$ cat config.mk
export PLATFORM = sky130hd
export DESIGN_NAME = lcd_bus_receiver
export DESIGN_NICKNAME = d
export VERILOG_FILES = /design/src/rtl/lcd_rx_pkg.sv /design/src/rtl/lcd_rx_pulse_meter.sv /design/src/rtl/lcd_bus_receiver.sv
export SDC_FILE = /design/constraint.sdc
export NUM_CORES = 1
export LEC_CHECK = 0
export BUFFER_PORTS_ARGS = -buffer_cell sky130_fd_sc_hd__buf_2
export CAP_MARGIN = 20
export CORE_MARGIN = 1
export CORE_UTILIZATION = 58
export CTS_CLUSTER_DIAMETER = 50
export DETAILED_ROUTE_END_ITERATION = 8
export GPL_TIMING_DRIVEN = 1
export PLACE_DENSITY = 0.87
export SYNTH_ARGS = -nofsm -noshare
export SYNTH_HDL_FRONTEND = slang
export SYNTH_SLANG_ARGS = --single-unit
$ cat constraint.sdc
create_clock -name Clock -period 1.95 [get_ports Clock]
set_input_delay 0.2925 -clock Clock [delete_from_list [all_inputs] [get_ports Clock]]
set_output_delay 0.2925 -clock Clock [all_outputs]
set_load 0.02 [all_outputs]
$ cat src/rtl/lcd_rx_pkg.sv
// Shared definitions for the 4-bit character-LCD bus receiver:
// FSM state encodings, sticky error bit positions, init nibble constants
// and a helper that builds a one-hot error mask.
package lcd_rx_pkg;

    typedef enum logic [1:0] {
        INIT = 2'd0,
        HIGH = 2'd1,
        LOW  = 2'd2
    } rx_state_e;

    localparam int unsigned ERR_SHORT_E     = 32'd0;
    localparam int unsigned ERR_GAP         = 32'd1;
    localparam int unsigned ERR_RS_MISMATCH = 32'd2;
    localparam int unsigned ERR_INIT        = 32'd3;

    localparam logic [3:0] INIT_NIB_A   = 4'h3;
    localparam logic [3:0] INIT_NIB_B   = 4'h2;
    localparam logic [1:0] INIT_REPEATS = 2'd3;

    // One-hot mask for a sticky error bit position.
    function automatic logic [3:0] err_bit(input int unsigned idx);
        err_bit = 4'b0001 << idx;
    endfunction

endpackage

$ cat src/rtl/lcd_rx_pulse_meter.sv
// Front end of the LCD receiver: registers the bus once, detects E edges,
// measures E-high width and E-low gap. The gap counter holds while E is
// high, so at the fall it still reports the gap that preceded the rise.
module lcd_rx_pulse_meter
    import lcd_rx_pkg::*;
#(
    parameter int MIN_E_CYCLES = 12,
    parameter int CNT_W        = 12
) (
    input  logic             clk,
    input  logic             rst,
    input  logic             e,
    input  logic             rs,
    input  logic             rw,
    input  logic             sf,
    input  logic [3:0]       data,
    output logic             fall,
    output logic             owned,
    output logic             nib_rs,
    output logic [3:0]       nib_data,
    output logic             width_ok,
    output logic [CNT_W-1:0] gap_cnt
);

    localparam logic [CNT_W-1:0] CNT_MAX = {CNT_W{1'b1}};
    localparam logic [CNT_W-1:0] CNT_ONE = {{(CNT_W-1){1'b0}}, 1'b1};
    localparam logic [CNT_W-1:0] MIN_E   = CNT_W'(MIN_E_CYCLES);

    logic             e_r;
    logic             rs_r;
    logic             rw_r;
    logic             sf_r;
    logic [3:0]       data_r;
    logic [CNT_W-1:0] width_cnt_r;
    logic [CNT_W-1:0] gap_cnt_r;
    logic             rise;

    assign rise     = !e_r && e;
    assign fall     = e_r && !e;
    assign owned    = !rw_r && sf_r;
    assign nib_rs   = rs_r;
    assign nib_data = data_r;
    assign width_ok = (width_cnt_r >= MIN_E);
    assign gap_cnt  = gap_cnt_r;

    // Single register stage on every bus input; these hold the E-high values at the fall.
    always_ff @(posedge clk or posedge rst) begin
        if (rst) begin
            e_r    <= 1'b0;
            rs_r   <= 1'b0;
            rw_r   <= 1'b0;
            sf_r   <= 1'b0;
            data_r <= 4'h0;
        end else begin
            e_r    <= e;
            rs_r   <= rs;
            rw_r   <= rw;
            sf_r   <= sf;
            data_r <= data;
        end
    end

    // Count E-high cycles, starting at one on the rise, saturating at all-ones.
    always_ff @(posedge clk or posedge rst) begin
        if (rst) begin
            width_cnt_r <= {CNT_W{1'b0}};
        end else if (rise) begin
            width_cnt_r <= CNT_ONE;
        end else if (e && (width_cnt_r != CNT_MAX)) begin
            width_cnt_r <= width_cnt_r + CNT_ONE;
        end else begin
            width_cnt_r <= width_cnt_r;
        end
    end

    // Count E-low cycles since the last owned fall; starts saturated so the first pulse passes.
    always_ff @(posedge clk or posedge rst) begin
        if (rst) begin
            gap_cnt_r <= CNT_MAX;
        end else if (fall && owned) begin
            gap_cnt_r <= CNT_ONE;
        end else if (!e && (gap_cnt_r != CNT_MAX)) begin
            gap_cnt_r <= gap_cnt_r + CNT_ONE;
        end else begin
            gap_cnt_r <= gap_cnt_r;
        end
    end

endmodule

$ cat src/rtl/lcd_bus_receiver.sv
// Receiver / checker for the 4-bit LCD bus: tracks the 3,3,3,2 power-up
// sequence, pairs high/low nibbles into bytes and flags timing/protocol
// errors in sticky bits.
// Optional macro LCD_RX_FIFO_EN: bytes go through a 4-entry FIFO with
// iReady back-pressure; otherwise oValid is a one-cycle pulse.
module lcd_bus_receiver
    import lcd_rx_pkg::*;
#(
    parameter int MIN_E_CYCLES   = 12,
    parameter int MIN_NIBBLE_GAP = 50,
    parameter int MIN_BYTE_GAP   = 2000,
    parameter int CNT_W          = 12
) (
    input  logic       Clock,
    input  logic       Reset,
    input  logic       iLCD_Enabled,
    input  logic       iLCD_RegisterSelect,
    input  logic       iLCD_ReadWrite,
    input  logic       iLCD_StrataFlashControl,
    input  logic [3:0] iLCD_Data,
    input  logic       iErrClear,
    input  logic       iReady,
    output logic [7:0] oByte,
    output logic       oIsData,
    output logic       oValid,
    output logic       oInitDone,
    output logic [3:0] oError
);

    localparam logic [CNT_W-1:0] GAP_NIB  = CNT_W'(MIN_NIBBLE_GAP);
    localparam logic [CNT_W-1:0] GAP_BYTE = CNT_W'(MIN_BYTE_GAP);

    logic             fall;
    logic             owned;
    logic             nib_rs;
    logic [3:0]       nib_data;
    logic             width_ok;
    logic [CNT_W-1:0] gap_cnt;

    rx_state_e   state_r, state_nx;
    logic [1:0]  init_cnt_r, init_cnt_nx;
    logic [3:0]  hi_r, hi_nx;
    logic        hi_rs_r, hi_rs_nx;
    logic        init_done_r;
    logic        init_set;
    logic [3:0]  err_r;
    logic [3:0]  err_set;
    logic [3:0]  ovf_err;
    logic        byte_done;
    logic [7:0]  byte_val;
    logic [CNT_W-1:0] gap_min;

    lcd_rx_pulse_meter #(
        .MIN_E_CYCLES (MIN_E_CYCLES),
        .CNT_W        (CNT_W)
    ) u_meter (
        .clk      (Clock),
        .rst      (Reset),
        .e        (iLCD_Enabled),
        .rs       (iLCD_RegisterSelect),
        .rw       (iLCD_ReadWrite),
        .sf       (iLCD_StrataFlashControl),
        .data     (iLCD_Data),
        .fall     (fall),
        .owned    (owned),
        .nib_rs   (nib_rs),
        .nib_data (nib_data),
        .width_ok (width_ok),
        .gap_cnt  (gap_cnt)
    );

    // FSM state, init counter and latched high nibble.
    always_ff @(posedge Clock or posedge Reset) begin
        if (Reset) begin
            state_r     <= INIT;
            init_cnt_r  <= 2'd0;
            hi_r        <= 4'h0;
            hi_rs_r     <= 1'b0;
            init_done_r <= 1'b0;
        end else begin
            state_r     <= state_nx;
            init_cnt_r  <= init_cnt_nx;
            hi_r        <= hi_nx;
            hi_rs_r     <= hi_rs_nx;
            init_done_r <= init_done_r | init_set;
        end
    end

    // Next state, error events and byte completion on each owned E fall.
    always_comb begin
        state_nx    = state_r;
        init_cnt_nx = init_cnt_r;
        hi_nx       = hi_r;
        hi_rs_nx    = hi_rs_r;
        init_set    = 1'b0;
        err_set     = 4'b0000;
        byte_done   = 1'b0;
        byte_val    = {hi_r, nib_data};
        gap_min     = (state_r == LOW) ? GAP_NIB : GAP_BYTE;
        if (fall && owned) begin
            if (gap_cnt < gap_min) begin
                err_set = err_set | err_bit(ERR_GAP);
            end else begin
                err_set = err_set;
            end
            if (!width_ok) begin
                err_set = err_set | err_bit(ERR_SHORT_E);
            end else begin
                case (state_r)
                    INIT: begin
                        if (!nib_rs && (nib_data == INIT_NIB_A)) begin
                            if (init_cnt_r != INIT_REPEATS) begin
                                init_cnt_nx = init_cnt_r + 2'd1;
                            end else begin
                                init_cnt_nx = init_cnt_r;
                            end
                        end else if (!nib_rs && (nib_data == INIT_NIB_B) &&
                                     (init_cnt_r == INIT_REPEATS)) begin
                            state_nx = HIGH;
                            init_set = 1'b1;
                        end else begin
                            err_set     = err_set | err_bit(ERR_INIT);
                            init_cnt_nx = 2'd0;
                        end
                    end
                    HIGH: begin
                        hi_nx    = nib_data;
                        hi_rs_nx = nib_rs;
                        state_nx = LOW;
                    end
                    LOW: begin
                        state_nx = HIGH;
                        if (nib_rs == hi_rs_r) begin
                            byte_done = 1'b1;
                        end else begin
                            err_set = err_set | err_bit(ERR_RS_MISMATCH);
                        end
                    end
                    default: begin
                        state_nx = INIT;
                    end
                endcase
            end
        end else begin
            state_nx = state_r;
        end
    end

    // Sticky error bits; a same-cycle event beats the clear.
    always_ff @(posedge Clock or posedge Reset) begin
        if (Reset) begin
            err_r <= 4'b0000;
        end else if (iErrClear) begin
            err_r <= err_set | ovf_err;
        end else begin
            err_r <= err_r | err_set | ovf_err;
        end
    end

    assign oError    = err_r;
    assign oInitDone = init_done_r;

`ifdef LCD_RX_FIFO_EN
    logic [8:0] fifo_mem [0:3];
    logic [1:0] wr_ptr_r;
    logic [1:0] rd_ptr_r;
    logic [2:0] count_r;
    logic       fifo_full;
    logic       fifo_empty;
    logic       pop;
    logic       push;

    assign fifo_full  = (count_r == 3'd4);
    assign fifo_empty = (count_r == 3'd0);
    assign pop        = !fifo_empty && iReady;
    assign push       = byte_done && (!fifo_full || pop);
    assign ovf_err    = (byte_done && fifo_full && !pop) ? err_bit(ERR_GAP) : 4'b0000;

    // FIFO storage, pointers and occupancy.
    always_ff @(posedge Clock or posedge Reset) begin
        if (Reset) begin
            for (int i = 0; i < 4; i++) begin
                fifo_mem[i] <= 9'h000;
            end
            wr_ptr_r <= 2'd0;
            rd_ptr_r <= 2'd0;
            count_r  <= 3'd0;
        end else begin
            if (push) begin
                fifo_mem[wr_ptr_r] <= {nib_rs, byte_val};
                wr_ptr_r           <= wr_ptr_r + 2'd1;
            end else begin
                wr_ptr_r <= wr_ptr_r;
            end
            if (pop) begin
                rd_ptr_r <= rd_ptr_r + 2'd1;
            end else begin
                rd_ptr_r <= rd_ptr_r;
            end
            case ({push, pop})
                2'b10:   count_r <= count_r + 3'd1;
                2'b01:   count_r <= count_r - 3'd1;
                default: count_r <= count_r;
            endcase
        end
    end

    assign oValid  = !fifo_empty;
    assign oByte   = fifo_mem[rd_ptr_r][7:0];
    assign oIsData = fifo_mem[rd_ptr_r][8];
`else
    logic       ready_unused;
    logic [7:0] byte_r;
    logic       is_data_r;
    logic       valid_r;

    assign ready_unused = iReady;
    assign ovf_err      = 4'b0000;

    // One-cycle valid pulse; byte and RS hold until the next completed byte.
    always_ff @(posedge Clock or posedge Reset) begin
        if (Reset) begin
            byte_r    <= 8'h00;
            is_data_r <= 1'b0;
            valid_r   <= 1'b0;
        end else begin
            valid_r <= byte_done;
            if (byte_done) begin
                byte_r    <= byte_val;
                is_data_r <= nib_rs;
            end else begin
                byte_r    <= byte_r;
                is_data_r <= is_data_r;
            end
        end
    end

    assign oValid  = valid_r;
    assign oByte   = byte_r;
    assign oIsData = is_data_r;
`endif

endmodule

==> flow_summary_export.csv <==
group,metric,value,unit
floorplanning,ioPinCount,27,
synthesis,synth_edf_count,0,
synthesis,syn_inst,246,
routing,drt_first_pass_iters,4,
routing,post_drt_wl_per_cell,16.6,um
cts,cts_tree,"built",
worst_setup_path,path_cells,"nor4_2, a31oi_2, nand3_4, mux2_2",
routing,routed_via_density,6.12,
worst_setup_path,timing.rr.end,"oByte[2]",
timing,fin_ws,0.0852,ns
routing,drt_iter0_drc,169,
final_layout,fillCellCount,331,
routing,detail-route-antenna-nets,0,
synthesis,synth_xor_area_frac,0.0129,
worst_setup_path,cpMaxStageDelayCell,"dfrtp_1",
worst_setup_path,cp_num_buf_inv,0,
worst_setup_path,crit_type,"reg2reg",
timing,finClkSkew,0.0144,ns
worst_setup_path,worstSetupEndpointType,"flop",
cts,clock_latency,0.32,ns
final_layout,drive_gt1_frac,0.303,
synthesis,synth_warnings,0,
grt,grt_max_degree,57,
synthesis,synth_fa_ha_area_frac,0.0277,
worst_setup_path,r2r_start,"u_meter.width_cnt_r[7]",
cts,cts_hold_buf,0,
worst_setup_path,cp-start-kind,"flop",
routing,wl,5620,um
power_and_ir_drop,finalPower,2.29,mW
synthesis,ys_top_cells_by_area,"dfrtp_1 41%, dfstp_2 12%, mux2_2 5.8%",
worst_hold_path,min_path_type,"in2async",
floorplanning,initial_utilization,0.613,
cts,cts_buffer_depth,2,
worst_setup_path,crit_fanout,9,
timing,min_period,1.86,ns
power_and_ir_drop,powerDensity,737,mW/mm^2
cts,cts_max_level,2,
synthesis,ys_ff_latch,56,
worst_setup_path,required,2.15,ns
final_layout,fin_util,0.704,
timing,setup_viol,0,
timing,fmax,536,MHz
synthesis,synth.most_common_cell,"dfrtp_1",
cts,cts_root_buf,"clkbuf_8",
power_and_ir_drop,ir_drop,0.513,mV
timing,fin_crit_sh,0.956,
run_status,outcome,"complete, but fails checks",
floorplanning,die_w,70.3,um
cts,postCtsSetupBuffers,0,
synthesis,syn_nets,264,
timing,grt_setup_unrepaired,"no",
timing,finalHoldViolCount,2,
synthesis,synth_top_family_by_area,"simple AND/OR/NAND/NOR gates",
floorplanning,die_area,0.00494,mm^2
worst_setup_path,arrival,2.07,ns
synthesis,synth_top_area_frac,0.407,
grt,grt-ovfl-total,0,
final_layout,area_delta_synth_final,14.8,%
synthesis,synthesis.area,0.00271,mm^2
synthesis,synth-compound-area-share,0.148,
place,portBuffers,25,
synthesis,synth_seq_area_share,0.523,
synthesis,synth.area.mux_share,0.0693,
synthesis,synth_largest_area_cell,"dfrtp_1",
final_layout,nNetsFinal,304,
timing,slew_headroom,0.687,
place,place_ws,-0.0199,ns
worst_setup_path,r2r_cells,4,
power_and_ir_drop,p_leak,1.49,nW
timing,worst_slew_pin_slew,0.468,ns
flow_run,cap_violations,0,
cts,clock_sinks,56,
floorplanning,rows,24,
grt,grt_usage,0.243,
floorplanning,die_h,70.3,um
worst_setup_path,r2r_slack,0.09,ns
timing,hold_ws,-0.00327,ns
synthesis,yosys.area_share.simple,0.187,
synthesis,async_reset_ff_frac,1.00,
synthesis,synth.distinct_cells,50,
routing,vias,2073,
grt,grt_pass1_wl,9420,um
grt,grt_pass1_vias,2053,
run_status,violations,"negative hold slack",
floorplanning,core_region_area,0.00441,mm^2
synthesis,synthFlopType,"dfrtp_1",
place,place.gp.congestion,0.909,
cts,clk_pin_slew,0.10,ns
worst_setup_path,crit_family,"simple AND/OR/NAND/NOR gates",
cts,cts_inserted_buffers,5,
routing,drc_errors,0,
grt,grt_antenna_before_repair,0,
timing,slew_violations,0,
synthesis,avgSynthCellArea,11.0,um^2
final_layout,n_antenna_cell,0,
worst_setup_path,slowest_delay,0.47,ns
timing,finalSetupTns,0,ns
synthesis,synth_commonest_cells,"44 x dfrtp_1, 17 x nand2_1, 16 x nor2_1",
place,dp_hpwl,4000,um
cts,ctsResizeCount,1,
logic make-up after synthesis:
family                     after synthesis
xor gates and xnor gates                 4
adders and majority gates                6
AOI/OAI and AO/OA                       55
and+or+nand+nor                         87
DFF                                     56
buffers and inverters                   21
muxes                                   17
tightest hold or removal path, delay by kind of cell:
kind	cells	cell delay (ns)
buffers and inverters	3	0.42
placed cells by master, fill, tap and decap left out, types with 5 or more instances in the layout:
master / count
a21oi_1: 9
a31oi_1: 8
and3_1: 6
buf_2: 25
buf_4: 14
clkbuf_8: 5
dfrtp_1: 44
dfstp_2: 12
ha_1: 6
inv_1: 13
mux2_2: 14
nand2_1: 17
nand3_1: 10
nand4_1: 6
nor2_1: 16
nor3_1: 7
o21ai_0: 9
where the power goes:
| group | switching (mW) | internal, mW | total (mW) | leakage, nW |
|---|---|---|---|---|
| Sequential | 0.0956 | 1.27 | 1.36 | 0.704 |
| Combinational | 0.152 | 0.111 | 0.263 | 0.737 |
| Clock | 0.398 | 0.264 | 0.662 | 0.0463 |
registers in the layout, summed over array words and instances (netlist names), 2 cells and up:
name and cells:
hi_r 4, init_cnt_r 2, oByte 8, oError 4
state_r 2, u_meter.gap_cnt 12, u_meter.nib_data 4, u_meter.width_cnt_r 12
layer usage:
metal	global-route usage	vias to the layer above	share of wire
li1	-	1000	-
met4	0.0978	0	0.017
met5	0	-	0
met3	0.0519	10	0.044
met2	0.403	59	0.52
met1	0.308	1004	0.42
cell type report:
| type | count | area [um^2] | area share |
|---|---|---|---|
| inverter | 14 | 52.6 | 0.0169 |
| timing repair buffer | 40 | 250 | 0.0805 |
| clock inverter | 3 | 27.5 | 0.00886 |
| multi-input combinational | 169 | 1230 | 0.395 |
| sequential | 56 | 1420 | 0.456 |
| tap | 52 | 65.1 | 0.0209 |
| clock buffer | 5 | 68.8 | 0.0221 |
stage by stage:
step	area [um^2]	std cells
after floorplan	2710	246
after global placement	2990	331
after detailed placement	2990	331
after CTS	3090	339
after global routing	3110	339
final	3110	339
worst max-delay path by stage:
stage	start	end	cells after the start
floorplan	u_meter.gap_cnt[0]	u_meter.gap_cnt[8]	5
global placement	iLCD_Enabled	hi_r[2]	5
detailed placement	u_meter.width_cnt_r[9]	oByte[2]	4
CTS	u_meter.width_cnt_r[7]	oByte[2]	4
global route	u_meter.width_cnt_r[7]	oByte[2]	4
finish	u_meter.width_cnt_r[7]	oByte[2]	4
Power figures use the tool's default switching activity.
